File: config.mk
export PLATFORM = sky130hd
export DESIGN_NAME = mips_mc_datapath_regs
export DESIGN_NICKNAME = d
export VERILOG_FILES = /design/src/rtl/mips_mc_datapath_regs.sv
export SDC_FILE = /design/constraint.sdc
export NUM_CORES = 1
export LEC_CHECK = 0
export BUFFER_PORTS_ARGS = -buffer_cell sky130_fd_sc_hd__buf_4
export CAP_MARGIN = 0
export CORE_MARGIN = 5
export CORE_UTILIZATION = 25
export DETAILED_ROUTE_END_ITERATION = 8
export GPL_ROUTABILITY_DRIVEN = 0
export REMOVE_ABC_BUFFERS = 1
export SYNTH_ARGS = -nofsm -noshare
export SYNTH_HDL_FRONTEND = slang
export SYNTH_SLANG_ARGS = --single-unit
File: constraint.sdc
create_clock -name clk -period 3.96 [get_ports clk]
set_input_delay 0.792 -clock clk [delete_from_list [all_inputs] [get_ports clk]]
set_output_delay 0.792 -clock clk [all_outputs]
set_load 0.02 [all_outputs]
File: src/rtl/mips_mc_datapath_regs.sv
// Multicycle MIPS datapath register stage: PC, IR, MDR, A, B, ALU_Out,
// next-PC and memory-address selection, instruction field decode.
module mips_mc_datapath_regs #(
    parameter int                WIDTH    = 32,
    parameter logic [WIDTH-1:0]  RESET_PC = '0
) (
    input  logic             clk,
    input  logic             rst,
    input  logic             PC_Write,
    input  logic             Branch,
    input  logic             PC_Src,
    input  logic             PC_J,
    input  logic             IR_Write,
    input  logic             IorD,
    input  logic             Zero,
    input  logic [WIDTH-1:0] ALU_Result,
    input  logic [WIDTH-1:0] Mem_RD,
    input  logic [WIDTH-1:0] Reg_RD1,
    input  logic [WIDTH-1:0] Reg_RD2,
    output logic [WIDTH-1:0] Mem_Addr,
    output logic [WIDTH-1:0] Mem_WD,
    output logic [WIDTH-1:0] PC,
    output logic [WIDTH-1:0] Instr,
    output logic [5:0]       Op,
    output logic [5:0]       Funct,
    output logic [4:0]       Rs,
    output logic [4:0]       Rt,
    output logic [4:0]       Rd,
    output logic [15:0]      Imm,
    output logic [WIDTH-1:0] MDR,
    output logic [WIDTH-1:0] A,
    output logic [WIDTH-1:0] B,
    output logic [WIDTH-1:0] ALU_Out,
    output logic [31:0]      Instr_Count,
    output logic             PC_Misaligned
);

    logic [WIDTH-1:0] pc_q;
    logic [WIDTH-1:0] ir_q;
    logic [WIDTH-1:0] mdr_q;
    logic [WIDTH-1:0] a_q;
    logic [WIDTH-1:0] b_q;
    logic [WIDTH-1:0] alu_out_q;
    logic [31:0]      instr_count_q;
    logic             pc_misaligned_q;

    logic [WIDTH-1:0] jump_target;
    logic [WIDTH-1:0] pc_next;
    logic             pc_en;

    // Jump target is formed from the pre-edge PC and IR.
    assign jump_target = {pc_q[31:28], ir_q[25:0], 2'b00};

    // NOTE: every always_comb output gets a default first so no latch is inferred.
    always_comb begin
        pc_next = jump_target;
        if (PC_J) begin
            pc_next = PC_Src ? alu_out_q : ALU_Result;
        end
    end

    assign pc_en = PC_Write | (Branch & Zero);

    // NOTE: sequential state uses non-blocking assignments so all registers
    // sample pre-edge values together.
    always_ff @(posedge clk) begin
        if (rst) begin
            pc_q            <= RESET_PC;
            ir_q            <= '0;
            mdr_q           <= '0;
            a_q             <= '0;
            b_q             <= '0;
            alu_out_q       <= '0;
            instr_count_q   <= '0;
            pc_misaligned_q <= 1'b0;
        end else begin
            mdr_q     <= Mem_RD;
            a_q       <= Reg_RD1;
            b_q       <= Reg_RD2;
            alu_out_q <= ALU_Result;
            if (pc_en) begin
                pc_q <= pc_next;
                // Sticky until reset; the misaligned value still loads.
                if (pc_next[1:0] != 2'b00) begin
                    pc_misaligned_q <= 1'b1;
                end
            end
            if (IR_Write) begin
                ir_q          <= Mem_RD;
                instr_count_q <= instr_count_q + 32'd1;
            end
        end
    end

    assign Mem_Addr      = IorD ? alu_out_q : pc_q;
    assign Mem_WD        = b_q;
    assign PC            = pc_q;
    assign Instr         = ir_q;
    assign Op            = ir_q[31:26];
    assign Rs            = ir_q[25:21];
    assign Rt            = ir_q[20:16];
    assign Rd            = ir_q[15:11];
    assign Imm           = ir_q[15:0];
    assign Funct         = ir_q[5:0];
    assign MDR           = mdr_q;
    assign A             = a_q;
    assign B             = b_q;
    assign ALU_Out       = alu_out_q;
    assign Instr_Count   = instr_count_q;
    assign PC_Misaligned = pc_misaligned_q;

endmodule

# Word-level counts from Yosys, hierarchy flattened
# Index checks and enable logic that the tools add are counted.
[totals]
reg_bits = 225
elab_cells = 18
[classes]
add_sub_neg = 1
mux = 3
bitwise = 2
n_reduce_logical = 3
[ops]
columns = ["operator", "count"]
rows = [
  ["32-bit 2-to-1 mux", 2],
  ["32-bit by 1-bit adder with 32-bit output (second input constant)", 1],
  ["28-bit 2-to-1 mux", 1],
  ["2-bit AND reduction", 2],
  ["2-bit nonzero test", 1],
  ["1-bit bitwise AND", 1],
  ["1-bit bitwise OR", 1],
]

# Longest topological paths before layout
[depth]
ltp_word = 4
mapped_depth = 8

# Least setup slack after synthesis
# OpenSTA, ideal clock, no wires.
[synth_timing]
path_type = "input to output"
start = "in IorD"
end = "out Mem_Addr[10]"
t_arrival_ns = 1.736
required_time_ns = 3.168
slack_ns = 1.432
path_stages = 3
n_path_buf = 2
cell_sequence = "clkbuf_1 buf_1 mux2_2"
[synth_between]
elab_chain_len = 1
[synth_lines]
columns = ["element", "line_no", "text"]
rows = [
  ["start: declaration", "14", "input logic IorD,"],
  ["32-bit 2-to-1 mux", "95", "assign Mem_Addr = IorD ? alu_out_q : pc_q;"],
  ["end: declaration", "20", "output logic [WIDTH-1:0] Mem_Addr,"],
]
# No other way between the ends.

# Worst setup path after layout
[layout_timing]
start = "in IorD"
end = "out Mem_Addr[24]"
# The elaborated chain is that of the path after synthesis.

==> flow_metrics.tcl <==
set metrics [dict create \
    status "finished clean" \
    leakagePower_nw 5.96 \
    root_buffer "clkbuf_16" \
    p_per_area_nw_per_um2 444 \
    tns_ns 0 \
    drt_pass1_iterations 4 \
    final_cell_mix "buf_4 (471), dfxtp_1 (225), nor2b_1 (130)" \
    crit_type "in2out" \
    hold_start "PC_Misaligned$_SDFFE_PP0P_" \
    slew_violations 0 \
    top_layer "met4" \
    timing.final.ws_setup_ns 1.35 \
    post-route-period-util_pct 65.8 \
    htree_num_levels 1 \
    synth_area_per_cell_um2 10.0 \
    die_area_um2 38600 \
    critPathLaunchType "input port" \
    syn2layout_area_growth_pct 48.8 \
    reg2reg_slack_ns 1.85 \
    ys_warn_count 0 \
    critPathMostFrequentCell "buf_4" \
    ys_ff_latch 225 \
    r2r_cells 5 \
    rows 68 \
    synthArstFlopShare_pct 0 \
    wl_met2_um 13600 \
    arrival_ns 1.81 \
    maxCapViolCount 0 \
    synthesis.area_um2 8680 \
    synth_xor_area_share_pct 1.21 \
    final_layout_size_suffix_gt1_share_pct 44.2 \
    synthFlopType "dfxtp_1" \
    synth_edf_count 0 \
    route.detailed.drc 0 \
    slew_headroom_pct 45.6 \
    cpLargestDelayFamily "buffers and inverters" \
    max_stage_delay_ns 0.45 \
    timing.fmax_ghz 0.384 \
    place_ws_ns 1.32 \
    grt_overflow 0 \
    initial_core_util_pct 25.3 \
    dr_wl_met3_um 2210 \
    holdCritPathClass "reg2reg" \
    ant_nets 0 \
    core_area_um2 34400 \
    syn_inst 868 \
    rsz0062_at_grt "no" \
    clock_skew_ns 0.00569 \
    grt_pass1_wl_um 42400 \
    die_h_um 196 \
    antenna_found_initial 0 \
    tightestPinTransition_ns 0.817 \
    vias 7310 \
    rr_endpoint "Instr_Count[24]$_SDFFE_PP0P_" \
    first_global_vias 7300 \
    finalCriticalPeriod_ns 2.61 \
    synth-seq-area-share_pct 51.9 \
    post-cts-setup-buffers 0 \
    grt_max_degree 100 \
    holdBufCountCts 0 \
    synth-adder-area-share_pct 0.144 \
    synth.mux.area_fraction_pct 11.8 \
    utilization_pct 37.6 \
    cp_max_fo 32 \
    clock_sinks 225 \
    numCtsBuffers 26 \
    synth_top_family_by_area "simple AND/OR/NAND/NOR gates" \
    cts_tree "yes" \
    wl_per_cell_um 16.6 \
    finalNetCount 1376 \
    worstPathCellList "buf_4 -> mux2_2 -> buf_4" \
    die_x_um 196 \
    hold_viol 0 \
    synth_compound_area_share_pct 6.77 \
    via_per_inst 4.27 \
    irDropWorstVdd_mv 0.268 \
    routed_wirelength_um 28400 \
    dp_hpwl_um 21200 \
    initialDrtViolationCount 267 \
    crit_path_top_delay_cell "buf_4" \
    power_mw 5.73 \
    clock_latency_ns 0.52 \
    whs_endpoint "PC_Misaligned$_SDFFE_PP0P_" \
    io_buffer_count 468 \
    synthSimpleGateAreaFrac_pct 18.8 \
    clk_path_buf_depth 3 \
    wl_met1_um 12100 \
    r2r_start "Instr_Count[0]$_SDFFE_PP0P_" \
    setup_violations 0 \
    cp.required_ns 3.17 \
    yosysUniqueCellTypes 35 \
    fill_cells 3469 \
    cts_resized 0 \
    io_pins 469 \
    diodes 0 \
    path_buf_inv 2 \
    holdPathStages 2 \
    grt_use_total_pct 13.5 \
    layout_commonest_cell "buf_4" \
    clk_pin_slew_ns 0.06 \
    cp-end-kind "primary output" \
]
==> routing by layer <==
| metal | up-vias | track usage (%) |
|---|---|---|
| met1 | 3421 | 17.5 |
| met4 | 0 | 2.72 |
| li1 | 3574 | - |
| met3 | 32 | 3.38 |
| met5 | - | 0 |
| met2 | 283 | 22.9 |
==> per-stage QoR <==
stage          cells  hold slack (ns)  cell area, um2
2_1_floorplan    735            0.545            7880
3_3_place_gp    1665            0.452           12100
3_5_place_dp    1665            0.462           12100
4_1_cts         1711            0.443           12900
5_1_grt         1711            0.453           12900
6_report        1711            0.476           12900
==> flip-flops by register name, summed over array words and instances, names as in the netlist <==
signal	flops
MDR	32
ALU_Out	32
PC_Misaligned	1
Instr	32
A	32
PC	32
Instr_Count	32
B	32
==> synth_stat cells, types with 5 or more instances <==
library cell / n / area share (%)
o31ai_1: 11 / 0.95
buf_1: 9 / 0.39
nand4_1: 10 / 0.72
o21ai_0: 7 / 0.40
mux2i_1: 65 / 7.5
nor2_1: 107 / 4.6
buf_4: 75 / 6.5
nand2_1: 10 / 0.43
or4_1: 11 / 0.95
dfxtp_1: 225 / 52
buf_2: 5 / 0.29
a21oi_1: 46 / 2.7
nand3_1: 7 / 0.40
xnor2_1: 9 / 0.91
clkbuf_1: 41 / 1.8
or3_1: 7 / 0.50
a211oi_1: 30 / 2.6
nor2b_1: 130 / 9.4
mux2_2: 32 / 4.2
==> logic make-up (layout without fill, tap and decap cells) <==
group,after synthesis,after routing
and+or+nand+nor,299,299
buffers and inverters,137,525
adders and majority gates,1,1
DFF,225,225
AOI/OAI and AO/OA,96,96
xor gates and xnor gates,12,12
muxes,98,98
==> worst max path at each step <==
stage / end / depth (start not counted) / slack, ns / startpoint
floorplan: PC_Misaligned$_SDFFE_PP0P_ / 4 / 0.22 / Branch
global placement: Mem_Addr[22] / 3 / 1.36 / IorD
detailed placement: Instr_Count[29]$_SDFFE_PP0P_ / 5 / 1.32 / IR_Write
CTS: Mem_Addr[10] / 3 / 1.35 / IorD
global route: Mem_Addr[29] / 3 / 1.31 / IorD
finish: Mem_Addr[24] / 3 / 1.35 / IorD
==> worst reg2reg max path: stages (launching register included) <==
cell	delay, ns
dfxtp_1	0.42
ha_1	0.26
nand4_1	0.12
or4_4	0.55
or4_1	0.54
a21oi_1	0.15
==> cell type report <==
class	count	area [um2]	area share (%)
Clock buffer	38	777	6.01
Inverter	4	15.0	0.116
Timing Repair Buffer	475	3610	27.9
Tap cell	455	569	4.41
Sequential cell	225	4500	34.9
Clock inverter	8	75.1	0.581
Multi-Input combinational cell	506	3370	26.1
==> where the power goes <==
group / internal, mW / switching, mW
Clock: 1.42 / 0.934
Sequential: 2.38 / 0.0938
Combinational: 0.427 / 0.480
Total: 4.23 / 1.51
(Power assumes the default switching activity.)
